## src/rtl/millcore_pkg.sv

```systemverilog
// Shared constants, instruction layout and decode helper for the millcore belt machine.
package millcore_pkg;

    localparam int unsigned XLEN       = 32;
    localparam int unsigned BELT_DEPTH = 16;
    localparam int unsigned IDX_W      = 4;
    localparam logic [XLEN-1:0] RESET_PC = 32'h0000_0000;

    localparam int unsigned OP_LSB  = 28;
    localparam int unsigned FN_LSB  = 24;
    localparam int unsigned RA_LSB  = 20;
    localparam int unsigned RB_LSB  = 16;
    localparam int unsigned IMM_LSB = 0;
    localparam int unsigned IMM_W   = 16;

    localparam logic [3:0] OP_DROP    = 4'h0;
    localparam logic [3:0] OP_DROPREL = 4'h1;
    localparam logic [3:0] OP_ALU     = 4'h2;
    localparam logic [3:0] OP_BRANCH  = 4'h4;

    localparam logic [3:0] FN_ADD  = 4'h0;
    localparam logic [3:0] FN_SUB  = 4'h1;
    localparam logic [3:0] FN_OR   = 4'h2;
    localparam logic [3:0] FN_AND  = 4'h3;
    localparam logic [3:0] FN_XOR  = 4'h4;
    localparam logic [3:0] FN_SHL  = 4'h5;
    localparam logic [3:0] FN_SHR  = 4'h6;
    localparam logic [3:0] FN_SLTU = 4'h7;

    typedef enum logic {
        ST_FETCH = 1'b0,
        ST_EXEC  = 1'b1
    } state_e;

    typedef struct packed {
        logic [3:0]       op;
        logic [3:0]       fn;
        logic [IDX_W-1:0] ra;
        logic [IDX_W-1:0] rb;
        logic [IMM_W-1:0] imm;
    } instr_t;

    function automatic instr_t decode(input logic [XLEN-1:0] w);
        instr_t d;
        d.op  = w[OP_LSB +: 4];
        d.fn  = w[FN_LSB +: 4];
        d.ra  = w[RA_LSB +: IDX_W];
        d.rb  = w[RB_LSB +: IDX_W];
        d.imm = w[IMM_LSB +: IMM_W];
        return d;
    endfunction

    function automatic logic [XLEN-1:0] sext_imm(input logic [IMM_W-1:0] imm);
        return {{(XLEN - IMM_W){imm[IMM_W-1]}}, imm};
    endfunction

endpackage

```

## src/rtl/millcore_alu.sv

```systemverilog
// Combinational belt ALU: y_c = f(a, b) selected by fn, modulo 2^32, no flags.
module millcore_alu
    import millcore_pkg::*;
(
    input  logic [XLEN-1:0] a,
    input  logic [XLEN-1:0] b,
    input  logic [3:0]      fn,
    output logic [XLEN-1:0] y_c
);

    always_comb begin
        y_c = '0;
        case (fn)
            FN_ADD:  y_c = a + b;
            FN_SUB:  y_c = a - b;
            FN_OR:   y_c = a | b;
            FN_AND:  y_c = a & b;
            FN_XOR:  y_c = a ^ b;
            FN_SHL:  y_c = a << b[4:0];
            FN_SHR:  y_c = a >> b[4:0];
            FN_SLTU: y_c = XLEN'(a < b);
            default: y_c = '0;
        endcase
    end

endmodule

```

## src/rtl/soc.sv

```systemverilog
// millcore top: fetch/exec FSM, pc, instruction register and 16-entry belt.
module soc
    import millcore_pkg::*;
(
    input  logic            clk,
    input  logic            rst,
    output logic            mem_valid,
    input  logic            mem_ready,
    output logic [XLEN-1:0] mem_addr,
    input  logic [XLEN-1:0] mem_rdata
);

    state_e                           state_q, state_d;
    logic                             valid_q, valid_d;
    logic [XLEN-1:0]                  pc_q, pc_d;
    logic [XLEN-1:0]                  ir_q, ir_d;
    logic [BELT_DEPTH-1:0][XLEN-1:0]  belt_q, belt_d;

    instr_t          ins;
    logic [XLEN-1:0] op_a;
    logic [XLEN-1:0] op_b;
    logic [XLEN-1:0] alu_y_c;
    logic            push;
    logic [XLEN-1:0] push_val;

    // Operands always come from the belt as it stood before this instruction.
    always_comb begin
        ins  = decode(ir_q);
        op_a = belt_q[ins.ra];
        op_b = belt_q[ins.rb];
    end

    millcore_alu u_alu (
        .a   (op_a),
        .b   (op_b),
        .fn  (ins.fn),
        .y_c (alu_y_c)
    );

    always_comb begin
        state_d  = state_q;
        valid_d  = valid_q;
        pc_d     = pc_q;
        ir_d     = ir_q;
        belt_d   = belt_q;
        push     = 1'b0;
        push_val = '0;

        case (state_q)
            ST_FETCH: begin
                // valid_q gates ready so a response seen during/just after reset is dropped.
                valid_d = 1'b1;
                if (valid_q && mem_ready) begin
                    ir_d    = mem_rdata;
                    state_d = ST_EXEC;
                    valid_d = 1'b0;
                end
            end
            ST_EXEC: begin
                state_d = ST_FETCH;
                valid_d = 1'b1;
                pc_d    = pc_q + 32'd4;
                case (ins.op)
                    OP_DROP: begin
                        push     = 1'b1;
                        push_val = sext_imm(ins.imm);
                    end
                    OP_DROPREL: begin
                        push     = 1'b1;
                        push_val = pc_q + sext_imm(ins.imm);
                    end
                    OP_ALU: begin
                        push     = 1'b1;
                        push_val = alu_y_c;
                    end
                    OP_BRANCH: begin
                        if (op_a != '0) begin
                            pc_d = {op_b[XLEN-1:2], 2'b00};
                        end
                    end
                    default: ;
                endcase
                if (push) begin
                    belt_d = {belt_q[BELT_DEPTH-2:0], push_val};
                end
            end
            default: state_d = ST_FETCH;
        endcase
    end

    always_ff @(posedge clk) begin
        if (rst) begin
            state_q <= ST_FETCH;
            valid_q <= 1'b0;
            pc_q    <= RESET_PC;
            ir_q    <= '0;
            belt_q  <= '0;
        end else begin
            state_q <= state_d;
            valid_q <= valid_d;
            pc_q    <= pc_d;
            ir_q    <= ir_d;
            belt_q  <= belt_d;
        end
    end

    assign mem_valid = valid_q;
    assign mem_addr  = pc_q;

endmodule

```

## config.mk

```make
export PLATFORM = sky130hd
export DESIGN_NAME = soc
export DESIGN_NICKNAME = d
export VERILOG_FILES = /design/src/rtl/millcore_pkg.sv /design/src/rtl/millcore_alu.sv /design/src/rtl/soc.sv
export SDC_FILE = /design/constraint.sdc
export NUM_CORES = 2
export LEC_CHECK = 0
export BUFFER_PORTS_ARGS = -buffer_cell sky130_fd_sc_hd__buf_2
export CORE_UTILIZATION = 45
export DETAILED_ROUTE_END_ITERATION = 8
export PLACE_DENSITY = 0.61
export SLEW_MARGIN = 20
export SYNTH_ARGS = -nofsm -noshare
export SYNTH_HDL_FRONTEND = slang
export SYNTH_SLANG_ARGS = --single-unit
export TNS_END_PERCENT = 100
```

## constraint.sdc

```tcl
create_clock -name clk -period 13.56 [get_ports clk]
set_clock_uncertainty 0.05 [all_clocks]
set_input_delay 0.678 -clock clk [delete_from_list [all_inputs] [get_ports clk]]
set_output_delay 0.678 -clock clk [all_outputs]
set_load 0.005 [all_outputs]
```

After elaboration in Yosys (flattened, before gate mapping)

Cells that the tools add are included.

$add $sub $neg: 4
Magnitude comparators: 3
Equality and inequality tests: 10
Shifts and indexed selects: 2
Mux-type cells: 14
Bitwise gates (word level): 4
Reduce and logical (&&, ||, !) cells: 7

Operator list:

| cell                    | number |
|---|---|
| $bmux W32 S4            | 2 |
| $pmux W32 S8            | 1 |
| $mux W32                | 4 |
| $pmux W32 S3            | 1 |
| $add A32 B32 Y32        | 2 |
| $add A32 B3 Y32 const B | 1 |
| $and A32 B32 Y32        | 1 |
| $lt A32 B32 Y1          | 1 |
| $or A32 B32 Y32         | 1 |
| $reduce_bool A32 Y1     | 1 |
| $shl A32 B5 Y32         | 1 |
| $shr A32 B5 Y32         | 1 |
| $sub A32 B32 Y32        | 1 |
| $xor A32 B32 Y32        | 1 |
| $eq A4 B3 Y1 const B    | 5 |
| $eq A4 B2 Y1 const B    | 3 |
| $lt A4 B5 Y1 const B    | 2 |
| $eq A4 B1 Y1 const B    | 2 |
| $logic_not A4 Y1        | 2 |
| $mux W1                 | 4 |
| $pmux W1 S2             | 2 |
| $reduce_and A2 Y1       | 2 |
| $reduce_or A3 Y1        | 1 |
| $logic_and A1 B1 Y1     | 1 |
| $not A1 Y1              | 1 |

Register bits after elaboration: 578
Logic and storage cells: 64

Logic depth before layout (Yosys ltp)

Depth in word-level cells: 5
Depth in mapped cells: 21

By module

A second synthesis with hierarchy kept.

Cell total of the unflattened synthesis: 4503
Area, all modules: 37354.6 um^2

Modules (own cells, without submodules):

| module       | times used | cells an instance | area an instance (um^2) | sequential area each (um^2) |
|---|---|---|---|---|
| soc          | 1          | 3249              | 29389.4                 | 11531.1 |
| millcore_alu | 1          | 1254              | 7965.1                  | 0.0 |

Worst setup path before layout

Ideal clock, no wire load.

Kind: reg-to-reg
Start point: reg ir_q[16], in the netlist ins[16]
End point: reg belt_q[0] in the netlist's numbering
Setup time: 58 ps
Arrival time: 5457 ps
Setup slack: 7995 ps
Stages on the path, launching flop included: 22
Period minus slack after synthesis: 5565 ps
Cells stage by stage: dfxtp_1 > buf_4 > buf_6 > buf_2 > buf_2 > buf_1 > buf_2 > mux4_2 > mux4_2 > inv_1 > ha_1 > clkbuf_1 > nand2b_1 > a211oi_1 > nor4bb_1 > a221oi_1 > o21ai_1 > a311oi_1 > o21ba_2 > o21ai_0 > a2111oi_0 > o21a_1

Cells in the longest elaborated chain, start to end: 5
Elaborated cells between the ends (all ways): 12
Those cells by class: add/sub (2); order compare (1); shift (2); mux (4); bitwise (3)

RTL lines:

| item                                     | RTL line           | source |
|---|---|---|
| from (decl)                              | soc.sv:16          | `logic [XLEN-1:0] ir_q, ir_d;` |
| from (signal assigned)                   | soc.sv:102         | `ir_q <= ir_d;` |
| $bmux W32 S4 *                           | soc.sv:30          | `op_b = belt_q[ins.rb];` |
| $mux W32 (implied by the code) *         | soc.sv:30          |  |
| $sub A32 B32 Y32 (tied with other cells) | millcore_alu.sv:15 | `FN_SUB: y_c = a - b;` |
| $pmux W32 S8 *                           | millcore_alu.sv:13 | `case (fn)` |
| $pmux W32 S3 *                           | soc.sv:63          | `case (ins.op)` |
| to (signal assigned)                     | soc.sv:103         | `belt_q <= belt_d;` |
| to (decl)                                | soc.sv:17          | `logic [BELT_DEPTH-1:0][XLEN-1:0] belt_q, belt_d;` |

Mark *: on every way between the ends. The rest lies on a longest branch, timed or not. The select of a mux whose other input is x is not followed.
A chain may end at the register's enable or synchronous reset.

Final worst setup path

Start point: reg ir_q[16], in the netlist ins[16]
End point: reg belt_q[24] in the netlist's numbering

Cells in the longest elaborated chain, start to end: 5
Elaborated cells between the ends (all ways): 11
Those cells by class: add/sub (2); shift (2); mux (4); bitwise (3)

RTL lines:

| item                                     | RTL line |
|---|---|
| $bmux W32 S4 *                           | soc.sv:30 |
| $mux W32 (implied by the code) *         | soc.sv:30 |
| $sub A32 B32 Y32 (tied with other cells) | millcore_alu.sv:15 |
| $pmux W32 S8 *                           | millcore_alu.sv:13 |
| $pmux W32 S3 *                           | soc.sv:63 |

Marked as above.

==> impl_metrics.json <==
{
  "crit_required_ns": 14.00,
  "drt.antenna.violating_nets": 0,
  "clock_latency_ns": 0.64,
  "nets": 4553,
  "yosys.cell_types.count": 85,
  "wl_um": 139000,
  "dr.pass1.iters": 5,
  "ys_ff_latch": 576,
  "ctsResizeCount": 0,
  "cp-end-kind": "flop",
  "yosysSeqAreaShare_pct": 30.5,
  "cp_max_fo": 49,
  "ys.flop_type": "dfxtp_1",
  "drv_cap": 0,
  "cp.arrival_ns": 7.34,
  "drive_gt1_share_pct": 13.6,
  "yosysTopAreaCell": "dfxtp_1",
  "antenna_found_initial": 3,
  "synth_top_area_share_pct": 30.5,
  "drc_errors": 0,
  "rsz0062_at_grt": "false",
  "cts_buffers": 69,
  "path_class": "reg -> reg",
  "fillers": 7890,
  "place.gp.congestion": 1.03,
  "final.setup.tns_ns": 0,
  "die_w_um": 292,
  "initial_core_util_pct": 45.7,
  "pin_count": 68,
  "async_reset_ff_share_pct": 0,
  "power_density_mw_per_mm2": 108,
  "tightest_slew_ns": 1.20,
  "cts-root-buf": "clkbuf_16",
  "layout_commonest_cell": "nand2_1",
  "p_leak_nw": 13.9,
  "hp-start": "mem_rdata[20]",
  "area_growth_pct": 8.55,
  "dp_hpwl_um": 96200,
  "clkSlewWorstSetupHoldPaths_ns": 0.06,
  "cts_buffer_depth": 3,
  "synthCells": 4560,
  "min_path_type": "in -> reg",
  "holdPathStages": 2,
  "cts_setup_buffers": 0,
  "place_area_mm2": 0.0385,
  "whs_endpoint": "ins[20]$_SDFFE_PP0P_",
  "reg2regPathDepth": 17,
  "reg2reg_slack_ns": 6.66,
  "dieArea_mm2": 0.0851,
  "vdd.ir_drop.worst_v": 0.0000927,
  "grt_start_max_net_pins": 215,
  "vias": 35100,
  "drt_iter0_drc": 4124,
  "final_area_mm2": 0.0410,
  "synth-edff-count": 0,
  "wl_per_cell_um": 25.2,
  "hold_violations": 0,
  "synth_area_per_cell_um2": 8.29,
  "grt_pass1_vias": 32600,
  "max_freq_ghz": 0.145,
  "relSlewSlack_pct": 20.0,
  "status": "completed",
  "period_share_pct": 50.9,
  "grt_remaining_overflow": 0,
  "period_needed_ns": 6.90,
  "gr-usage-all-layers_pct": 32.0,
  "slew_violations": 0,
  "ctsHoldBuffers": 0,
  "cts_tree": "built",
  "r2r_end": "belt_q[24]$_SDFFE_PP0P_",
  "htree_levels": 3,
  "die_h_um": 292,
  "critPathLaunchType": "flop",
  "cts_sinks": 576,
  "r2r-start": "ins[16]$_SDFFE_PP0P_",
  "yosys_warnings": 0,
  "port_buffers": 65,
  "coreArea_mm2": 0.0826,
  "synth_area_mm2": 0.0378,
  "setup_viol_count_final": 0,
  "synthTopCellsByArea": "dfxtp_1 31%, mux4_2 17%, nand2_1 11%, a21oi_1 9.0%, ha_1 4.3%",
  "grt_pass1_wl_um": 210000,
  "viasPerCell": 6.36,
  "rows": 105,
  "final_cell_mix": "1142 x nand2_1, 682 x a21oi_1, 568 x dfxtp_1"
}
## cell families (layout without fill, tap and decap cells)
family | Yosys count | in the layout | synth area share (%)
xor gates and xnor gates | 40 | 40 | 0.927
DFF | 576 | 576 | 30.5
AOI/OAI and AO/OA | 1271 | 1271 | 20.6
adders and majority gates | 131 | 131 | 4.38
buffers and inverters | 485 | 368 | 5.24
other | 1 | 3 | 0.00992
muxes | 401 | 401 | 20.2
and+or+nand+nor | 1655 | 1655 | 18.1
## cells in the mapped netlist, types with 16 or more instances
master        n
nor2_1      236
ha_1        129
o21ai_0     100
a31oi_1      22
a22oi_1      66
nor4_1       27
nand2b_1     19
or3_1        17
nand2_1    1142
o22ai_1      33
clkbuf_1    274
a22o_1       38
a21o_1       30
a211oi_1     43
a221oi_1     33
nor3_1       57
mux2i_1      87
dfxtp_1     576
xnor2_1      32
buf_2        50
nor2b_1      18
mux2_2       22
inv_1       103
o31ai_1      27
nand3_1      42
mux4_2      286
and3_1       23
a2bb2oi_1    16
o21ai_1      21
o221ai_1     18
a21oi_1     682
buf_1        32
nand4_1      17
## power by group
group          internal [mW]  switching, mW  total (mW)
Combinational          0.225          0.488       0.713
Sequential              1.70         0.0324        1.74
Clock                   1.17          0.805        1.97
Total                   3.10           1.33        4.42
## sequential cells by signal, indices dropped and copies added (netlist names)
register,cells
belt_q,512
ins,32
mem_addr,30
mem_valid,1
state_q,1
## cell type report
cell class	count	area [um^2]	area share, %
timing repair buffer	131	892	2.17
clock inverter	26	435	1.06
antenna	1	2.50	0.00610
clock buffer	102	2020	4.93
tap	1070	1340	3.26
multi-input combinational	3500	24400	59.4
inverter	109	409	0.997
sequential	576	11600	28.2
## per-stage QoR
step | utilization (%) | hold WS (ns) | total power, mW | setup WS, ns | cells
6_report | 49.6 | 0.203 | 4.42 | 6.66 | 5515
5_1_grt | 49.6 | 0.194 | 4.56 | 6.20 | 5514
4_1_cts | 49.6 | 0.170 | 4.44 | 6.70 | 5513
3_5_place_dp | 46.6 | 0.409 | 2.46 | 6.77 | 5385
3_3_place_gp | 46.6 | 0.401 | 2.47 | 6.79 | 5385
2_1_floorplan | - | 0.393 | 2.23 | 7.99 | 4561
## worst max-delay path: stages (launching register included)
cell	delay (ns)
dfxtp_4	0.90
buf_4	0.67
mux4_2	0.59
a22oi_1	0.15
and3_2	0.47
inv_1	0.13
buf_4	0.33
fa_1	0.50
nor2_1	0.15
o221ai_1	0.26
a211oi_1	0.55
a2111oi_0	0.31
o31ai_1	0.58
o21ai_0	0.35
o31a_1	0.33
xnor2_1	0.13
a21oi_1	0.16
a21boi_1	0.08
## per-layer routing
layer	share of wire, %	global-route usage [%]
met3	8.2	6.10
met1	44	45.1
met4	3.8	11.5
met5	0.030	0
met2	44	48.6
## worst max path at each step
stage / startpoint / endpoint / slack, ns / depth (start not counted)
6_report: ins[16]$_SDFFE_PP0P_ / belt_q[24]$_SDFFE_PP0P_ / 6.66 / 17
5_1_grt: ins[16]$_SDFFE_PP0P_ / belt_q[0]$_SDFFE_PP0P_ / 6.20 / 16
4_1_cts: ins[16]$_SDFFE_PP0P_ / belt_q[0]$_SDFFE_PP0P_ / 6.70 / 16
3_5_place_dp: ins[16]$_SDFFE_PP0P_ / belt_q[27]$_SDFFE_PP0P_ / 6.77 / 16
3_3_place_gp: ins[16]$_SDFFE_PP0P_ / belt_q[30]$_SDFFE_PP0P_ / 6.79 / 16
2_1_floorplan: ins[16]$_SDFFE_PP0P_ / belt_q[0]$_SDFFE_PP0P_ / 7.99 / 21
Power figures use the tool's default switching activity.
